--- src/rtl/dcache_mem_adapter.sv ---
// dcache_mem_adapter
//   Bridges whole-line data cache requests onto a narrow word bus. Reads are
//   split into NUM_BEATS bus reads whose returned words are assembled into a
//   line and handed back with the request tag. Writes are split into one bus
//   write per beat that has at least one enabled byte; all-zero beats are
//   skipped. Only one line transaction is in flight at a time.
//
// Ports
//   clk_i, rst_i          clock, synchronous active-high reset
//   mem_req_*             line request from the cache (valid/ready handshake)
//   mem_rsp_*             read line response to the cache (valid/ready)
//   bus_req_*             beat request to the bus (valid/ready, addr, we, be, wdata)
//   bus_rsp_valid/rdata   read beat return, in order, no backpressure
module dcache_mem_adapter #(
  parameter  int LINE_BYTES = 64,
  parameter  int BUS_BYTES  = 4,
  parameter  int LADDR_W    = 26,
  parameter  int TAG_W      = 8,
  localparam int NUM_BEATS  = LINE_BYTES / BUS_BYTES,
  localparam int BADDR_W    = LADDR_W + $clog2(LINE_BYTES)
) (
  input  logic                    clk_i,
  input  logic                    rst_i,
  input  logic                    mem_req_valid,
  output logic                    mem_req_ready,
  input  logic                    mem_req_rw,
  input  logic [LINE_BYTES-1:0]   mem_req_byteen,
  input  logic [LADDR_W-1:0]      mem_req_addr,
  input  logic [8*LINE_BYTES-1:0] mem_req_data,
  input  logic [TAG_W-1:0]        mem_req_tag,
  output logic                    mem_rsp_valid,
  input  logic                    mem_rsp_ready,
  output logic [8*LINE_BYTES-1:0] mem_rsp_data,
  output logic [TAG_W-1:0]        mem_rsp_tag,
  output logic                    bus_req_valid,
  input  logic                    bus_req_ready,
  output logic                    bus_req_we,
  output logic [BADDR_W-1:0]      bus_req_addr,
  output logic [BUS_BYTES-1:0]    bus_req_be,
  output logic [8*BUS_BYTES-1:0]  bus_req_wdata,
  input  logic                    bus_rsp_valid,
  input  logic [8*BUS_BYTES-1:0]  bus_rsp_rdata
);

  localparam int BUS_W = 8 * BUS_BYTES;
  localparam int IDX_W = $clog2(NUM_BEATS);
  localparam int OFF_W = $clog2(BUS_BYTES);
  localparam int CNT_W = IDX_W + 1;
  localparam logic [CNT_W-1:0] BEATS_C = CNT_W'(NUM_BEATS);
  localparam logic [CNT_W-1:0] LAST_C  = CNT_W'(NUM_BEATS - 1);
  localparam logic [CNT_W-1:0] ONE_C   = CNT_W'(1);

  typedef enum logic [1:0] {IDLE, RD, RSP, WR} state_t;

  state_t                  state, state_n;
  logic [CNT_W-1:0]        req_cnt, rsp_cnt;
  logic [IDX_W-1:0]        req_idx, rsp_idx;
  logic [LADDR_W-1:0]      addr_q;
  logic [TAG_W-1:0]        tag_q;
  logic [LINE_BYTES-1:0]   byteen_q;
  logic [8*LINE_BYTES-1:0] wdata_q;
  logic [8*LINE_BYTES-1:0] line_q;
  logic [BUS_BYTES-1:0]    be_slice;
  logic                    accept, beat_adv, capture;

  assign req_idx  = req_cnt[IDX_W-1:0];
  assign rsp_idx  = rsp_cnt[IDX_W-1:0];
  assign be_slice = byteen_q[req_idx*BUS_BYTES +: BUS_BYTES];

  // Byte address of the current beat: line address, beat index, then the
  // byte-within-word offset bits forced to zero.
  assign bus_req_addr  = BADDR_W'({addr_q, req_idx}) << OFF_W;
  assign bus_req_wdata = wdata_q[req_idx*BUS_W +: BUS_W];
  assign mem_rsp_data  = line_q;
  assign mem_rsp_tag   = tag_q;

  always_comb begin
    state_n       = state;
    mem_req_ready = 1'b0;
    mem_rsp_valid = 1'b0;
    bus_req_valid = 1'b0;
    bus_req_we    = 1'b0;
    bus_req_be    = '1;
    accept        = 1'b0;
    beat_adv      = 1'b0;
    capture       = 1'b0;
    case (state)
      IDLE: begin
        mem_req_ready = 1'b1;
        if (mem_req_valid) begin
          accept  = 1'b1;
          state_n = mem_req_rw ? WR : RD;
        end
      end
      RD: begin
        // Requests and returns run independently; returns keep arriving
        // after the last request has been issued.
        bus_req_valid = (req_cnt < BEATS_C);
        beat_adv      = bus_req_valid && bus_req_ready;
        capture       = bus_rsp_valid && (rsp_cnt < BEATS_C);
        if (rsp_cnt == BEATS_C) state_n = RSP;
      end
      RSP: begin
        mem_rsp_valid = 1'b1;
        if (mem_rsp_ready) state_n = IDLE;
      end
      WR: begin
        bus_req_we = 1'b1;
        bus_req_be = be_slice;
        if (be_slice != '0) begin
          bus_req_valid = 1'b1;
          beat_adv      = bus_req_ready;
        end else begin
          beat_adv = 1'b1;
        end
        if (beat_adv && (req_cnt == LAST_C)) state_n = IDLE;
      end
      default: state_n = IDLE;
    endcase
  end

  always_ff @(posedge clk_i) begin
    if (rst_i) begin
      state   <= IDLE;
      req_cnt <= '0;
      rsp_cnt <= '0;
    end else begin
      state <= state_n;
      if (accept) begin
        addr_q   <= mem_req_addr;
        tag_q    <= mem_req_tag;
        byteen_q <= mem_req_byteen;
        wdata_q  <= mem_req_data;
        req_cnt  <= '0;
        rsp_cnt  <= '0;
      end else begin
        if (beat_adv) req_cnt <= req_cnt + ONE_C;
        if (capture) begin
          line_q[rsp_idx*BUS_W +: BUS_W] <= bus_rsp_rdata;
          rsp_cnt <= rsp_cnt + ONE_C;
        end
      end
    end
  end

endmodule

--- config.mk ---
export PLATFORM = sky130hd
export DESIGN_NAME = dcache_mem_adapter
export DESIGN_NICKNAME = d
export VERILOG_FILES = /design/src/rtl/dcache_mem_adapter.sv
export SDC_FILE = /design/constraint.sdc
export NUM_CORES = 1
export LEC_CHECK = 0
export BUFFER_PORTS_ARGS = -buffer_cell sky130_fd_sc_hd__buf_2
export CORE_AREA = 2 2 485 487
export DETAILED_ROUTE_END_ITERATION = 10
export DIE_AREA = 0 0 487 489
export SLEW_MARGIN = 20
export SYNTH_ARGS = -nofsm -noshare
export SYNTH_HDL_FRONTEND = slang
export SYNTH_SLANG_ARGS = --single-unit
--- constraint.sdc ---
create_clock -name clk_i -period 50.8 [get_ports clk_i]
set_input_delay 5.08 -clock clk_i [delete_from_list [all_inputs] [get_ports clk_i]]
set_output_delay 5.08 -clock clk_i [all_outputs]
set_load 0.01 [all_outputs]
==> Word-level counts from Yosys, hierarchy flattened <==
Index checks and enable logic that the tools add are counted.
{ "word_totals": {"ff_bits": 1134, "input_bits": 649, "wordCells": 56} }
{ "op_classes": {"shift": 4, "mux": 19, "n_reduce_logical": 9, "add_sub_neg": 3, "eq_ne": 9, "n_bitwise": 2, "n_lt_le_gt_ge": 2} }
{ "ops": {"columns": ["operator", "n"], "rows": [
  ["$bwmux W512", 1],
  ["$shift A32 B34 Y512 const A", 1],
  ["$shiftx A32 B34 Y512", 1],
  ["$shiftx A512 B10 Y32", 1],
  ["$shiftx A64 B7 Y4", 1],
  ["$neg A9 Y34", 1],
  ["$add A5 B1 Y5 const B", 2],
  ["$lt A5 B5 Y1 const B", 2],
  ["$mux W2", 5],
  ["$mux W1", 9],
  ["$ne A2 B2 Y1 const B", 4],
  ["$pmux W2 S4", 1],
  ["$eq A5 B4 Y1 const B", 1],
  ["$eq A5 B5 Y1 const B", 1],
  ["$eq A2 B2 Y1 const B", 2],
  ["$mux W4", 1],
  ["$pmux W1 S2", 2],
  ["$reduce_and A4 Y1", 1],
  ["$reduce_bool A4 Y1", 1],
  ["$logic_and A1 B1 Y1", 3],
  ["$reduce_and A3 Y1", 1],
  ["$eq A2 B1 Y1 const B", 1],
  ["$logic_not A2 Y1", 1],
  ["$not A1 Y1", 2],
  ["other kinds (2)", 2]
]} }

==> Longest topological paths before layout <==
Gate-level depths: netlist of the first run.
{ "logic_depth": {"word_depth": 7, "depth_mapped": 9, "mapped_depth_nobuf": 7} }

==> Least setup slack after synthesis of the first run <==
No wires, ideal clock.
{ "synth_timing": {"kind": "input port to flip-flop", "startpoint": "in mem_req_valid", "endpoint": "reg addr_q[0] (enable)", "t_required_ps": 49202, "setup_slack_ps": 18834, "stages": 2, "n_path_buf": 0, "arrival_time_ps": 30368, "setup_time_ps": 1598, "cell_sequence": "nand2_1 nor2_1"} }
{ "synth_via": {"elab_chain_cells": 3} }
{ "synth_rtl": {"columns": ["item", "line_no", "source"], "rows": [
  ["start: declaration", "24", "input logic mem_req_valid,"],
  ["$mux W1", "90", "if (mem_req_valid) begin"],
  ["$mux W1", "87", "case (state)"],
  ["$reduce_and A2 Y1 (no line)", null, null],
  ["end signal: assignment", "130", "addr_q <= mem_req_addr;"],
  ["end: declaration", "58", "logic [LADDR_W-1:0] addr_q;"]
]} }
No other way between the ends.
A chain may end at the register's enable or synchronous reset.

==> Worst setup path after layout of the first run <==
{ "layout_timing": {"startpoint": "in mem_req_valid", "endpoint": "reg byteen_q[61] (enable)"} }
{ "layout_via": {"elab_chain_cells": 3} }
{ "layout_rtl": {"columns": ["item", "line_no", "source"], "rows": [
  ["$mux W1", "90", null],
  ["$mux W1", "87", null],
  ["$reduce_and A2 Y1 (no line)", null, null],
  ["end signal: assignment", "132", "byteen_q <= mem_req_byteen;"],
  ["end: declaration", "60", "logic [LINE_BYTES-1:0] byteen_q;"]
]} }
No other way between the ends.

==> results of run 1 <==
==> sequential cells by signal, summed over array words and instances, names as in the netlist <==
register,flops
wdata_q,512
byteen_q,64
addr_q,26
rsp_cnt,5
state,2
req_cnt,5
mem_rsp_tag,8
mem_rsp_data,512
==> worst max path at each step <==
stage                                 start                      to  depth (start not counted)
floorplan                     mem_req_valid     addr_q[0]$_DFFE_PP_                          2
finish                        mem_req_valid  byteen_q[61]$_DFFE_PP_                          8
global route        req_cnt[0]$_SDFFE_PN0P_       bus_req_wdata[17]                          5
global placement              mem_req_valid  byteen_q[42]$_DFFE_PP_                          7
detailed placement            mem_req_valid  byteen_q[41]$_DFFE_PP_                          7
CTS                 req_cnt[0]$_SDFFE_PN0P_       bus_req_wdata[17]                          5
==> through the flow <==
| step | util [%] | power, mW |
|---|---|---|
| 6_report | 24.1 | 2.06 |
| 5_1_grt | 24.1 | 2.12 |
| 4_1_cts | 24.0 | 2.09 |
| 3_5_place_dp | 22.3 | 1.19 |
| 3_3_place_gp | 22.3 | 1.18 |
| 2_1_floorplan | - | 1.14 |
==> cells in the final DEF (no fill, tap or decap), types with 4 or more instances in the layout <==
cell type   instances
a21oi_1             5
a221oi_2            4
a22o_1              4
and2_1            258
buf_12              6
buf_2            1238
buf_4              33
bufinv_16          12
clkbuf_1           16
clkbuf_16         122
clkinv_1           24
clkinv_16           4
clkinv_2           25
clkinv_4           10
clkinvlp_4          4
dfxtp_1             8
dfxtp_4             4
diode_2            13
edfxtp_1         1122
ha_1                5
inv_1               6
inv_6               6
mux2i_1            33
mux4_2            164
nand2_1            80
nand3_1             4
nor2_1            271
nor2_2              7
nor2_4             15
nor3_1              5
o211ai_1            4
o21a_1              6
xnor2_1             4
==> cell usage after synthesis (7+ instances only) <==
| cell | n |
|---|---|
| and2_1 | 259 |
| buf_2 | 14 |
| dfxtp_1 | 12 |
| nand2_1 | 82 |
| nor2_1 | 292 |
| clkbuf_1 | 76 |
| buf_1 | 7 |
| mux2i_1 | 33 |
| mux4_2 | 164 |
| edfxtp_1 | 1122 |
==> metal layers <==
metal	GRT usage [%]	vias to the layer above	wire [um]
li1	-	10900	-
met4	5.43	14	6680
met3	3.06	298	12400
met2	25.6	1437	91300
met1	14.9	12800	60400
met5	0	-	84
==> kinds of logic (layout without fill, tap and decap cells) <==
kind of cell,after synthesis,count (layout)
AO/OA/AOI/OAI,35,35
XOR/XNOR,4,4
adder cells (fa/ha/maj),5,5
buffers and inverters,118,1513
flip-flops,1134,1134
multiplexers,197,197
other,1,15
AND/OR/NAND/NOR,666,666
==> area by class of cell <==
type	instances	area (sq um)
timing repair buffer	1279	6600
antenna	13	32.5
clock buffer	138	3110
inverter	8	30.0
tap	3060	3830
sequential	1134	33900
fill	24200	177000
clock inverter	88	900
multi-input combinational	909	7830
==> worst reg2reg max path, cell delays in order, from the launching register on <==
cell and delay (ns):
dfxtp_1 0.41, nor2_1 0.21, nand2_1 0.14, nor2_4 0.52
buf_16 0.24, buf_12 0.55, buf_12 0.88, buf_4 1.08
buf_12 0.66
==> report_power, final <==
part | switching [mW] | total [mW] | internal, mW
clock network | 0.392 | 0.897 | 0.504
logic | 0.0612 | 0.100 | 0.0391
registers | 0.0102 | 1.06 | 1.05
total | 0.464 | 2.06 | 1.60
==> results_dict.tcl, run 1 <==
set metrics [dict create \
    die-height_um 489 \
    yosysSeqAreaShare_pct 80.5 \
    drtAntennaViolNets 0 \
    initial_core_util_pct 18.0 \
    rr_worst_depth 8 \
    first_iter_violations 1896 \
    coreArea_sq_um 234000 \
    path_max_fanout 179 \
    crit_buf_inv 6 \
    slew_headroom_pct 23.2 \
    final_area_sq_um 56300 \
    routabilityCongestion 0.846 \
    synth_top_flop_cell "edfxtp_1" \
    fmax_mhz 109 \
    power_density_nw_per_um2 36.6 \
    mappedNetlistArea_sq_um 42100 \
    synthArstFlopShare_pct 0 \
    slowest_delay_ns 0.83 \
    maxCapViolCount 0 \
    hold_buffers 0 \
    rr_startpoint "state[0]$_SDFFE_PP0P_" \
    grt_use_total_pct 13.7 \
    drcViolationCount 0 \
    drive_gt1_share_pct 47.0 \
    r2r_end "byteen_q[61]$_DFFE_PP_" \
    cts_sinks 1134 \
    wire_per_inst_um 25.8 \
    tightest_slew_ns 1.15 \
    cp_slowest_cell "buf_4" \
    synth-compound-area-share_pct 0.680 \
    wirelength_mm 171 \
    timing.final.ws_setup_ns 41.61 \
    synth-xor-area-share_pct 0.0831 \
    vias 25400 \
    viasPerCell 3.84 \
    path_delay_family "buffers and inverters" \
    yosysWarnings 0 \
    cts_setup_buffers 0 \
    whs_ns 0.511 \
    grt_pass1_vias 25500 \
    placementRows 178 \
    cts_buffer_depth 3 \
    fin_setup_tns_ns 0 \
    numPortBuffers 1238 \
    r2r_slack_ns 45.39 \
    clock_latency_ns 0.78 \
    hold_class "register to register" \
    required_ns 51.19 \
    globalRouteOverflowTotal 0 \
    placedCellCount 6388 \
    p_leak_nw 20.7 \
    area_growth_pct 33.5 \
    htreeDepth 3 \
    cts_resized 0 \
    period_share_pct 18.1 \
    yosysTopAreaCell "edfxtp_1" \
    crit_arrival_ns 9.58 \
    fin_cells 6629 \
    dpl_worst_slack_ns 40.80 \
    root_buffer "clkbuf_16" \
    die_w_um 487 \
    rsz0062_at_grt "false" \
    cts_made_buffers 121 \
    min_from "req_cnt[4]$_SDFFE_PN0P_" \
    nets 4107 \
    synth.distinct_cells 45 \
    hold_path_depth 2 \
    placed_cell_area_sq_um 52200 \
    cts_tree "yes" \
    outcome "complete, no violations" \
    synth_mux_area_share_pct 9.55 \
    antenna_found_initial 77 \
    yosysTopAreaCellShare_pct 80.0 \
    irDropWorstVdd_v 0.0000361 \
    netlist_instances 2160 \
    grt_max_degree 180 \
    critical_path_class "primary input to register" \
    synth_top_family_by_area "multiplexers" \
    synth.area.top_cells "edfxtp_1, mux4_2, and2_1, nor2_1, mux2i_1" \
    synthSimpleGateAreaFrac_pct 7.69 \
    io_pins 1241 \
    die_area_sq_um 238000 \
    avgSynthCellArea_sq_um 19.5 \
    critPathMostFrequentCell "buf_12" \
    hold_path_end "req_cnt[4]$_SDFFE_PN0P_" \
    path_cells "buf_2 > nand2_1 > nor2_4 > buf_16 > buf_12 > buf_12 > buf_4 > buf_12" \
    dp_hpwl_mm 128 \
    clk_pin_slew_ns 0.06 \
    finalHoldViolCount 0 \
    yosys.area_share.adder_pct 0.148 \
    synth_edf_count 1122 \
    finalSetupViolCount 0 \
    dr.pass1.iters 5 \
    yosys_register_bits 1134 \
    skew_ns 0.0375 \
    fin_crit_ns 9.19 \
    cp-end-kind "register" \
    grt_pass1_wl_mm 221 \
    cp-start-kind "primary input" \
    finalMaxSlewViolations 0 \
]
Power figures use the tool's default switching activity.
==> inputs of run 2 (changes only) <==
Settings changed: CORE_AREA 2 2 485 487 to 2 2 484 486, DIE_AREA 0 0 487 489 to 0 0 486 488.
Clock period 50.8 ns to 7.4 ns, I/O delays scaled along.
==> run 2 against run 1 <==
  * Global-route usage up 0.80 points
  * Clock power rose to 7.2 times the previous value
  * Sequential cell count unchanged
  * Clock skew up 0.013 ns
  * Total power rose to 7.0 times the previous value
  * Register-to-register slack worse by 42 ns
  * First-iteration DRC count up 19%
==> results_dict.tcl, run 2 (same netlist as run 1, synthesis figures left out) <==
set metrics [dict create \
    hold_path_depth 1 \
    coreArea_sq_um 232000 \
    period_share_pct 68.3 \
    sw_frac_of_total_pct 23.0 \
    cp-end-kind "output port" \
    drive_gt1_share_pct 47.1 \
    placementRows 177 \
    skew_ns 0.0508 \
    critPathLaunch "req_cnt[0]$_SDFFE_PN0P_" \
    dpl_worst_slack_ns 2.95 \
    die-height_um 488 \
    die_area_sq_um 237000 \
    layout_common_cells "buf_2, edfxtp_1, nor2_1" \
    grt_use_total_pct 14.5 \
    first_iter_violations 2253 \
    nets 4124 \
    grt_pass1_vias 25700 \
    cts_made_buffers 130 \
    cts_tree "yes" \
    grt_max_degree 153 \
    fin_setup_tns_ns 0 \
    globalRouteOverflowTotal 0 \
    rr_worst_depth 7 \
    power_mw 14.5 \
    multiInputGateArea_sq_um 7850 \
    root_buffer "clkbuf_16" \
    critical_path_class "register to output port" \
    path_max_fanout 39 \
    routabilityCongestion 0.854 \
    maxCapViolCount 0 \
    rr_startpoint "rsp_cnt[0]$_SDFFE_PN0P_" \
    slew_headroom_pct 25.2 \
    numPortBuffers 1238 \
    cts_resized 0 \
    fmax_mhz 198 \
    htreeDepth 4 \
    drtAntennaViolNets 0 \
    cts_sinks 1134 \
    clock_latency_ns 0.80 \
    io_pins 1241 \
    p_int_mw 11.1 \
    fin_crit_ns 5.05 \
    wirelength_mm 179 \
    crit_arrival_ns 4.31 \
    finalHoldViolCount 0 \
    rsz0062_at_grt "false" \
    finalSetupViolCount 0 \
    power_density_nw_per_um2 256 \
    final_common_cell "buf_2" \
    vias 26000 \
    clk_pin_slew_ns 0.08 \
    combPwrFrac_pct 4.8 \
    outcome "complete, no violations" \
    min_from "mem_req_data[491]" \
    finalMaxSlewViolations 0 \
    dr.pass1.iters 5 \
    hold_path_end "wdata_q[491]$_DFFE_PP_" \
    initial_core_util_pct 18.2 \
    fill_cells 23900 \
    seqPwrFrac_pct 50.6 \
    wire_per_inst_um 27.0 \
    tightest_slew_ns 1.12 \
    hold_buffers 0 \
    drcViolationCount 0 \
    timing.final.ws_setup_ns 2.35 \
    r2r_slack_ns 3.80 \
    hold_class "primary input to register" \
    r2r_end "mem_rsp_data[366]$_DFFE_PP_" \
    irDropWorstVdd_v 0.000198 \
    power_switching_mw 3.34 \
    cp-start-kind "register" \
    die_w_um 486 \
    grt_pass1_wl_mm 230 \
    dp_hpwl_mm 134 \
    antenna_found_initial 70 \
    required_ns 6.66 \
    cts_buffer_depth 3 \
    pwr-share-clk_pct 44.6 \
    regArea_sq_um 33900 \
    cts_setup_buffers 0 \
    area_growth_pct 34.2 \
    p_leak_nw 20.8 \
    viasPerCell 3.92 \
]
## run 2: changes by cell type in the layout (fill, tap and decap cells not counted), moves of 5 or more
cell	change
buf_4	+10
clkinv_4	-6
clkbuf_1	+5
diode_2	+11
clkbuf_16	+10
clkinv_2	-12
clkinv_8	+5
## run 2: area by class of cell
class	count	area share (%)
Tap cell	3043	6.73
Clock inverter	79	1.48
Inverter	8	0.0531
Antenna cell	24	0.106
Multi-Input combinational cell	909	13.9
Clock buffer	153	5.98
Sequential cell	1134	60.0
Timing Repair Buffer	1287	11.7
## run 2: stage by stage
step | cell area [sq um] | hold slack [ns] | util, % | std cells
after floorplan | 42200 | 0.464 | - | 2161
after global placement | 52200 | 0.505 | 22.5 | 6377
after detailed placement | 52200 | 0.523 | 22.5 | 6378
after CTS | 56400 | 0.00356 | 24.3 | 6610
after global routing | 56500 | 0.0303 | 24.4 | 6621
final | 56500 | 0.122 | 24.4 | 6637
## run 2: routing by layer
metal  global-route usage, %  vias to the layer above  wire length [um]
met5                       0                        -                80
met4                    6.39                       12              8860
met3                    3.36                      367             13000
met2                    26.4                     1606             93000
met1                    16.0                    13100             64300
li1                        -                    10900                 -
## run 2: worst max-delay path by stage
| stage | endpoint | slack, ns | cells after the start |
|---|---|---|---|
| final | bus_req_wdata[18] | 2.35 | 5 |
| after global routing | bus_req_wdata[18] | 1.90 | 5 |
| after CTS | bus_req_wdata[18] | 2.01 | 5 |
| after detailed placement | bus_req_wdata[18] | 2.95 | 5 |
| after global placement | bus_req_wdata[18] | 3.00 | 5 |
| after floorplan | addr_q[0]$_DFFE_PP_ | -2.79 | 2 |
## run 2: power groups by stage
stage | Clock (mW) | Sequential (mW) | Combinational [mW]
after CTS | 6.66 | 7.33 | 0.705
after global routing | 6.89 | 7.33 | 0.732
final | 6.46 | 7.32 | 0.690
after global placement | 0 | 7.46 | 0.691
after floorplan | 0 | 7.45 | 0.262
after detailed placement | 0 | 7.46 | 0.702
## run 2: critical path: stages (launching register included)
cell and delay, ns:
dfxtp_4 0.70, buf_4 0.68, buf_4 0.74, mux4_2 0.59, mux4_2 0.56, buf_2 0.19
==> inputs of run 3 (changes only) <==
Settings changed: ABC_AREA set to 1, CORE_AREA 2 2 484 486 to 2 2 483 485, DIE_AREA 0 0 486 488 to 0 0 485 487.
Clock period 7.4 ns to 4.7 ns, I/O delays scaled along.
==> run 3 against run 2 <==
  * Area after synthesis up 3.9%
  * Total power up 68%
  * Hold slack worse by 0.020 ns
  * Sequential power up 61%
  * Register-to-register slack worse by 2.8 ns
  * Sequential cell count unchanged
  * Die area down 0.41%
  * Cell count up 26%
  * Critical path type unchanged
  * Largest cell class unchanged
==> results_dict.tcl, run 3 <==
set metrics [dict create \
    vias 35700 \
    yosysWarnings 0 \
    critical_path_class "register to output port" \
    die-height_um 487 \
    synth_mux_area_share_pct 0 \
    grt_pass1_wl_mm 287 \
    coreArea_sq_um 231000 \
    yosysSeqAreaShare_pct 77.5 \
    dp_hpwl_mm 162 \
    irDropWorstVdd_v 0.000337 \
    maxCapViolCount 0 \
    yosysTopAreaCell "edfxtp_1" \
    cts_made_buffers 121 \
    path_delay_family "buffers and inverters" \
    synthTopCellsByCount "edfxtp_1, nor2_1, nand2_1, o21ai_0, inv_1" \
    drcViolationCount 0 \
    cts_tree "yes" \
    yosysTopAreaCellShare_pct 77.0 \
    avgSynthCellArea_sq_um 13.1 \
    slowest_delay_ns 0.45 \
    critPathMostFrequentCell "nand2_1" \
    numPortBuffers 1238 \
    mappedNetlistArea_sq_um 43800 \
    synthArstFlopShare_pct 0 \
    globalRouteOverflowTotal 0 \
    clk_pin_slew_ns 0.07 \
    drtAntennaViolNets 0 \
    wire_per_inst_um 26.1 \
    synth-compound-area-share_pct 5.44 \
    synth-xor-area-share_pct 0.0600 \
    cts_sinks 1134 \
    final_common_cell "buf_2" \
    nets 5818 \
    cp-start-kind "register" \
    antenna_found_initial 45 \
    p_leak_nw 22.5 \
    fin_crit_ns 4.17 \
    power_density_nw_per_um2 380 \
    required_ns 4.23 \
    synth.area.top_cells "edfxtp_1, nor2_1, o21ai_0, nand2_1, inv_1" \
    finalSetupViolCount 0 \
    synth_top_flop_cell "edfxtp_1" \
    tightest_slew_ns 1.11 \
    yosys_register_bits 1134 \
    rsz0062_at_grt "false" \
    synthSimpleGateAreaFrac_pct 12.8 \
    synth.most_common_cell "edfxtp_1" \
    routabilityCongestion 0.923 \
    finalMaxSlewViolations 0 \
    crit_arrival_ns 3.70 \
    fmax_mhz 240 \
    yosys.area_share.adder_pct 0.143 \
    path_cells "inv_8 > buf_12 > nand2_1 > nand3_1 > nand2_1 > nand2_1 > nand2_1 > inv_1 > nand2_1 > nor2_1 > nand2_1 > a22o_1 > buf_2" \
    root_buffer "clkbuf_16" \
    skew_ns 0.0966 \
    slew_headroom_pct 25.4 \
    drive_gt1_share_pct 30.4 \
    first_iter_violations 2868 \
    fin_cells 8336 \
    layout_common_cells "buf_2, edfxtp_1, nor2_1" \
    die_area_sq_um 236000 \
    viasPerCell 4.29 \
    synth.distinct_cells 33 \
    grt_max_degree 126 \
    area_growth_pct 46.1 \
    grt_use_total_pct 17.6 \
    synth_edf_count 1122 \
    netlist_instances 3330 \
    post-route-util_pct 27.6 \
    path_max_fanout 103 \
    cp-end-kind "output port" \
    initial_core_util_pct 18.9 \
    hold_class "primary input to register" \
    cts_buffer_depth 3 \
    die_w_um 485 \
    wirelength_mm 218 \
    clock_latency_ns 0.80 \
    grt_pass1_vias 35600 \
    synth_top_family_by_area "simple AND/OR/NAND/NOR gates" \
    crit_buf_inv 4 \
    period_share_pct 88.8 \
    cts_resized 0 \
    placedCellCount 7473 \
    outcome "complete, no violations" \
    cp_slowest_cell "dfxtp_4" \
    dr.pass1.iters 7 \
    io_pins 1241 \
    placementRows 177 \
    htreeDepth 3 \
    finalHoldViolCount 0 \
]
run 3: timing repair:
action / 4_1_cts / 5_1_grt
hold buffers: 611 / 0
buffers inserted: 0 / 0
hold endpoints to repair: 612 / 0
run 3: metal layers:
| metal | GRT usage, % | up-vias | share of wire (%) |
|---|---|---|---|
| met5 | 0 | - | 0.032 |
| met4 | 14.1 | 10 | 8.8 |
| met3 | 3.45 | 481 | 6.9 |
| met2 | 32.0 | 2224 | 52 |
| met1 | 17.3 | 17500 | 33 |
| li1 | - | 15500 | - |
run 3: worst register-to-register path, stage by stage, from the launching register on:
cell	delay, ns
dfxtp_1	0.51
nor3_2	0.13
ha_4	0.77
inv_4	0.05
nor2_1	0.29
nand3_1	0.55
nor2_4	1.00
run 3: path summary, 6_finish.rpt:
path	startpoint	end	slack, ns	depth (start not counted)
hold / removal	bus_rsp_rdata[16]	mem_rsp_data[400]$_DFFE_PP_	0.10	3
setup reg to reg	rsp_cnt[0]$_SDFFE_PN0P_	mem_rsp_data[177]$_DFFE_PP_	0.98	6
setup / recovery	req_cnt[0]$_SDFFE_PN0P_	bus_req_valid	0.53	13
hold reg to reg	req_cnt[4]$_SDFFE_PN0P_	req_cnt[4]$_SDFFE_PN0P_	0.48	2
run 3: area by class of cell:
cell class	instances	area [sq um]
Inverter	208	798
Clock inverter	83	902
Antenna cell	30	75.1
Sequential cell	1134	33900
Clock buffer	139	3100
Tap cell	3043	3810
Timing Repair Buffer	1932	13000
Fill cell	23500	167000
Multi-Input combinational cell	1767	8290
run 3: per-stage QoR:
stage	cell area (sq um)	TNS, ns	worst slack [ns]	power (mW)	hold WS (ns)
floorplan	43800	-3258.33	-5.30	13.2	0.453
global placement	53700	0	0.984	14.3	0.471
detailed placement	53800	0	0.963	14.4	0.472
CTS	63900	0	0.362	24.5	0.00218
global route	63900	0	0.254	25.1	0.0663
finish	64000	0	0.529	24.3	0.103
run 3: where the power goes:
part / switching [mW] / internal (mW) / leakage (nW)
Combinational: 1.91 / 0.927 / 10.7
Sequential: 0.154 / 11.6 / 9.93
Clock: 4.37 / 5.37 / 1.90
run 3: cells by family after synthesis:
group,after synthesis
adders and majority gates,5
DFF,1134
buffers and inverters,430
other,1
AOI/OAI and AO/OA,411
and+or+nand+nor,1346
xor gates and xnor gates,3
